==> src/rtl/pipeline_hazard_ctrl_if.sv <==
// Hazard-control bundle between the pipeline datapath (master) and the
// hazard controller (slave).
interface pipeline_hazard_ctrl_if #(
  parameter int REG_ADDR_W = 5
);
  logic                  idex_mem_read_i;
  logic [REG_ADDR_W-1:0] idex_rt_i;
  logic [REG_ADDR_W-1:0] ifid_rs_i;
  logic [REG_ADDR_W-1:0] ifid_rt_i;
  logic                  branch_taken_i;
  logic                  md_start_i;
  logic                  pc_en_o;
  logic                  ifid_en_o;
  logic                  idex_en_o;
  logic                  ifid_flush_o;
  logic                  idex_flush_o;
  logic [1:0]            state_o;

  modport master (
    output idex_mem_read_i, idex_rt_i, ifid_rs_i, ifid_rt_i, branch_taken_i, md_start_i,
    input  pc_en_o, ifid_en_o, idex_en_o, ifid_flush_o, idex_flush_o, state_o
  );

  modport slave (
    input  idex_mem_read_i, idex_rt_i, ifid_rs_i, ifid_rt_i, branch_taken_i, md_start_i,
    output pc_en_o, ifid_en_o, idex_en_o, ifid_flush_o, idex_flush_o, state_o
  );
endinterface

==> src/rtl/pipeline_hazard_ctrl.sv <==
// Front-end stall/flush controller: load-use bubble, taken-branch flush and
// multi-cycle mul/div stall. Define HAZARD_PERF_CNT_EN for stall/flush counters.
module pipeline_hazard_ctrl #(
  parameter int MD_CYCLES  = 4,
  parameter int REG_ADDR_W = 5
) (
  input  logic clk,
  input  logic reset,
  pipeline_hazard_ctrl_if.slave hz
`ifdef HAZARD_PERF_CNT_EN
  ,
  output logic [31:0] stall_cycles_o,
  output logic [31:0] flush_cycles_o
`endif
);
  localparam int CNT_W = (MD_CYCLES > 2) ? $clog2(MD_CYCLES) : 1;

  typedef enum logic [1:0] {
    RUN     = 2'd0,
    MD_BUSY = 2'd1
  } state_e;

  state_e                state, state_nxt;
  logic [CNT_W-1:0]      cnt, cnt_nxt;
  logic [REG_ADDR_W-1:0] ld_rt;
  logic                  load_use;
  logic                  pc_en, ifid_en, idex_en, ifid_flush, idex_flush;

  assign ld_rt    = hz.idex_rt_i;
  assign load_use = hz.idex_mem_read_i && (ld_rt != '0) &&
                    ((ld_rt == hz.ifid_rs_i) || (ld_rt == hz.ifid_rt_i));

  always_ff @(negedge clk or negedge reset) begin
    if (!reset) begin
      state <= RUN;
      cnt   <= '0;
    end else begin
      state <= state_nxt;
      cnt   <= cnt_nxt;
    end
  end

  // Reset is folded in here so the enables read as "run" while reset is held.
  always_comb begin
    pc_en      = 1'b1;
    ifid_en    = 1'b1;
    idex_en    = 1'b1;
    ifid_flush = 1'b0;
    idex_flush = 1'b0;
    state_nxt  = state;
    cnt_nxt    = cnt;
    if (!reset) begin
      state_nxt = RUN;
      cnt_nxt   = '0;
    end else begin
      case (state)
        MD_BUSY: begin
          pc_en   = 1'b0;
          ifid_en = 1'b0;
          idex_en = 1'b0;
          if (cnt == '0) state_nxt = RUN;
          else           cnt_nxt   = cnt - 1'b1;
        end
        default: begin
          state_nxt = RUN;
          if (hz.md_start_i) begin
            pc_en     = 1'b0;
            ifid_en   = 1'b0;
            idex_en   = 1'b0;
            state_nxt = MD_BUSY;
            cnt_nxt   = CNT_W'(MD_CYCLES - 1);
          end else if (load_use) begin
            pc_en      = 1'b0;
            ifid_en    = 1'b0;
            idex_flush = 1'b1;
          end else if (hz.branch_taken_i) begin
            ifid_flush = 1'b1;
          end
        end
      endcase
    end
  end

  assign hz.pc_en_o      = pc_en;
  assign hz.ifid_en_o    = ifid_en;
  assign hz.idex_en_o    = idex_en;
  assign hz.ifid_flush_o = ifid_flush;
  assign hz.idex_flush_o = idex_flush;
  assign hz.state_o      = reset ? state : RUN;

`ifdef HAZARD_PERF_CNT_EN
  always_ff @(negedge clk or negedge reset) begin
    if (!reset) begin
      stall_cycles_o <= '0;
      flush_cycles_o <= '0;
    end else begin
      if (!pc_en && (stall_cycles_o != 32'hFFFF_FFFF))
        stall_cycles_o <= stall_cycles_o + 32'd1;
      if ((ifid_flush || idex_flush) && (flush_cycles_o != 32'hFFFF_FFFF))
        flush_cycles_o <= flush_cycles_o + 32'd1;
    end
  end
`endif
endmodule
==> src/flat_wrapper.sv <==
// flat-port wrapper written by rule: the top's interface ports become plain ports
module pipeline_hazard_ctrl_flat 
#(
  parameter int MD_CYCLES  = 4,
  parameter int REG_ADDR_W = 5
)
  (clk, reset, hz_idex_mem_read_i, hz_idex_rt_i, hz_ifid_rs_i, hz_ifid_rt_i, hz_branch_taken_i, hz_md_start_i, hz_pc_en_o, hz_ifid_en_o, hz_idex_en_o, hz_ifid_flush_o, hz_idex_flush_o, hz_state_o);
  pipeline_hazard_ctrl_if #(.REG_ADDR_W(REG_ADDR_W)) hz_i ();
  input  logic clk;
  input  logic reset;
  input wire logic [$bits(hz_i.idex_mem_read_i)-1:0] hz_idex_mem_read_i;
  input wire logic [$bits(hz_i.idex_rt_i)-1:0] hz_idex_rt_i;
  input wire logic [$bits(hz_i.ifid_rs_i)-1:0] hz_ifid_rs_i;
  input wire logic [$bits(hz_i.ifid_rt_i)-1:0] hz_ifid_rt_i;
  input wire logic [$bits(hz_i.branch_taken_i)-1:0] hz_branch_taken_i;
  input wire logic [$bits(hz_i.md_start_i)-1:0] hz_md_start_i;
  output wire logic [$bits(hz_i.pc_en_o)-1:0] hz_pc_en_o;
  output wire logic [$bits(hz_i.ifid_en_o)-1:0] hz_ifid_en_o;
  output wire logic [$bits(hz_i.idex_en_o)-1:0] hz_idex_en_o;
  output wire logic [$bits(hz_i.ifid_flush_o)-1:0] hz_ifid_flush_o;
  output wire logic [$bits(hz_i.idex_flush_o)-1:0] hz_idex_flush_o;
  output wire logic [$bits(hz_i.state_o)-1:0] hz_state_o;
  assign hz_i.idex_mem_read_i = hz_idex_mem_read_i;
  assign hz_i.idex_rt_i = hz_idex_rt_i;
  assign hz_i.ifid_rs_i = hz_ifid_rs_i;
  assign hz_i.ifid_rt_i = hz_ifid_rt_i;
  assign hz_i.branch_taken_i = hz_branch_taken_i;
  assign hz_i.md_start_i = hz_md_start_i;
  assign hz_pc_en_o = hz_i.pc_en_o;
  assign hz_ifid_en_o = hz_i.ifid_en_o;
  assign hz_idex_en_o = hz_i.idex_en_o;
  assign hz_ifid_flush_o = hz_i.ifid_flush_o;
  assign hz_idex_flush_o = hz_i.idex_flush_o;
  assign hz_state_o = hz_i.state_o;
  pipeline_hazard_ctrl #(.MD_CYCLES(MD_CYCLES), .REG_ADDR_W(REG_ADDR_W)) u_core (.clk(clk), .reset(reset), .hz(hz_i));
endmodule
==> config.mk <==
export PLATFORM = sky130hd
export DESIGN_NAME = pipeline_hazard_ctrl_flat
export DESIGN_NICKNAME = d
export VERILOG_FILES = /design/src/rtl/pipeline_hazard_ctrl_if.sv /design/src/rtl/pipeline_hazard_ctrl.sv /design/src/flat_wrapper.sv
export SDC_FILE = /design/constraint.sdc
export NUM_CORES = 1
export LEC_CHECK = 0
export CAP_MARGIN = 5
export CORE_AREA = 2 2 39 41
export CTS_CLUSTER_DIAMETER = 50
export DETAILED_ROUTE_END_ITERATION = 12
export DIE_AREA = 0 0 41 43
export PLACE_DENSITY = 0.65
export SYNTH_ARGS = -nofsm -noshare
export SYNTH_HDL_FRONTEND = slang
export SYNTH_SLANG_ARGS = --single-unit
==> constraint.sdc <==
create_clock -name clk -period 1.3 [get_ports clk]
set_input_delay 0.195 -clock clk [delete_from_list [all_inputs] [get_ports clk]]
set_output_delay 0.195 -clock clk [all_outputs]
set_load 0.05 [all_outputs]
==> impl_metrics.toml <==
[cells_and_area]
final_cell_mix = "18 x clkdlybuf4s50_1, 12 x buf_4, 10 x xnor2_1"
fin_nets = 103
synthToLayoutAreaGrowth_pct = 148
drive_gt1_share_pct = 38.3
utilization_pct = 59.3
fillCellCount = 130
n_antenna_cell = 0
final_common_cell = "clkdlybuf4s50_1"

[floorplanning]
die-area_sq_um = 1760
die_w_um = 41
core_area_sq_um = 1380
num_rows = 14
die_height_um = 43
io_pins = 27
start_util_pct = 23.9

[clock_tree]
clk_pin_slew_ps = 30
cts_buffers = 3
clock_path_buffers = 2
clk_latency_ps = 250
cts_root_buf = "clkbuf_4"
cts_max_level = 1
cts_tree = "done"
cts.sinks = 3

[critical_path]
startpoint_type = "register"
critPathKind = "register to output port"
crit_required_ps = 1110
worstSetupEndpointType = "output port"
worstPathArrival_ps = 1870
path_max_fanout = 3

[grt]
grt_use_total_pct = 13.6
grt_pass1_wl_mm = 1.64
grt_pass1_vias = 413
grt_max_degree = 7
gr-total-overflow = 0
antenna_found_initial = 0

[route]
antenna_left = 0
drt_iter0_markers = 1
wl_per_cell_um = 10.8
drcViolationCount = 0
vias = 410
firstDrtPassIters = 2
wl_mm = 1.05
viasPerCell = 4.23

[flow_run]
maxCapViolations = 0

[timing]
fin_skew_ps = 1.95
hold_viol = 0
fin_ws_ps = -767
final_max_slew_viol_count = 0
rsz0062_at_grt = "yes"
holdWs_ps = 470
setup_viol = 9

[power_and_ir_drop]
p_leak_uw = 0.000347
p_sw_share_pct = 32.7
power.internal_uw = 392
power.switching_uw = 190
ir_worst_vdd_mv = 0.559
pwr-share-clk_pct = 27.9
power_frac_seq_pct = 19.4
powerDensity_nw_per_um2 = 709
combPwrFrac_pct = 52.7

[synthesis]
netlist_area_sq_um = 330
yosysUniqueCellTypes = 18
synth_area_leaders = "xnor2_1 27%, dfrtn_1 23%, o211a_1 6.1%"
ys_warn_count = 0
synth_top_area_share_pct = 26.5
syn_inst = 41
synth-seq-cells = 3
synth_top_area_cell = "xnor2_1"
synth_nets = 62
avgSynthCellArea_sq_um = 8.06
yosysSeqAreaShare_pct = 22.7

[place]
gp_congestion = 0.777
hpwl_um = 870
portBuffers = 25

[outcome]
status = "finished, violations left"
violations = "negative setup slack"

[hold_path]
min_path_type = "register to register"
cells in the mapped netlist:
master and n:
xnor2_1 10, nand2_1 4, dfrtn_1 3, inv_1 3
nand3_1 3, a21oi_1 2, and2_1 2, buf_4 2
nor2b_1 2, o211a_1 2, a31oi_1 1, and4_1 1
conb_1 1, ha_1 1, nor2_1 1, o21a_1 1
o22ai_1 1, or4_1 1
through the flow:
step	cell area, sq um	TNS, ps	power, uW	worst slack (ps)	cells
2_1_floorplan	378	-3030	253	-700	41
3_3_place_gp	759	-5320	397	-723	91
3_5_place_dp	759	-5390	402	-740	91
4_1_cts	801	-4990	578	-767	96
5_1_grt	821	-5340	629	-809	97
6_report	821	-5010	582	-767	97
worst paths after layout:
kind	startpoint	end	slack, ps	cells past startpoint
worst min-delay path	u_core.cnt[1]$_DFFE_NN0P_	u_core.cnt[1]$_DFFE_NN0P_	470	1
worst max register to register	u_core.cnt[0]$_DFFE_NN0P_	u_core.cnt[1]$_DFFE_NN0P_	90	5
min in group asynchronous	reset	u_core.cnt[0]$_DFFE_NN0P_	870	2
max in group asynchronous	reset	u_core.state[0]$_DFFE_NN0P_	250	2
worst max-delay path	u_core.state[0]$_DFFE_NN0P_	hz_idex_flush_o	-770	4
worst min register to register	u_core.cnt[1]$_DFFE_NN0P_	u_core.cnt[1]$_DFFE_NN0P_	470	1
worst max-delay path, cell delays in order, from the launching register on:
cell	delay, ps
dfrtn_1	360
nor2_4	120
buf_6	120
and4_4	230
buf_12	130
what timing repair did:
action                     4_1_cts  5_1_grt
cloned                           0        0
pin swaps                        0        0
setup buffers                    1        1
hold buffers                     0        0
setup endpoints to repair        9        9
resized for setup                4        3
power groups by stage:
| stage | clock network, uW | registers (uW) | logic, uW |
|---|---|---|---|
| global placement | 0 | 114 | 283 |
| global route | 186 | 114 | 329 |
| detailed placement | 0 | 114 | 288 |
| CTS | 168 | 113 | 297 |
| floorplan | 0 | 113 | 140 |
| finish | 163 | 113 | 307 |
layer usage:
layer / vias up / track usage (%) / part of all wire [%]
met2: 9 / 19.1 / 52
met4: 0 / 4.00 / 0
met3: 0 / 6.81 / 2.7
met1: 182 / 17.9 / 45
met5: - / 0 / 0
li1: 219 / - / -
logic make-up after synthesis:
logic type	Yosys count	synth area share [%]
AO/OA/AOI/OAI	7	15.2
XOR/XNOR	10	26.5
adder cells (fa/ha/maj)	1	3.79
buffers and inverters	5	7.95
flip-flops	3	22.7
other	1	1.14
AND/OR/NAND/NOR	14	22.7
sequential cells by signal, summed over array words and instances (netlist names):
name / count
u_core.cnt: 2
u_core.state: 1
final cells by class:
| class | count | area, sq um | share of cell area [%] |
|---|---|---|---|
| repair buffers | 38 | 402 | 48.9 |
| flip-flops and latches | 3 | 75.1 | 9.15 |
| clock buffers | 4 | 26.3 | 3.20 |
| well taps | 16 | 20.0 | 2.44 |
| multi-input cells | 33 | 287 | 34.9 |
| inverters | 3 | 11.3 | 1.37 |
Power figures use the tool's default switching activity.
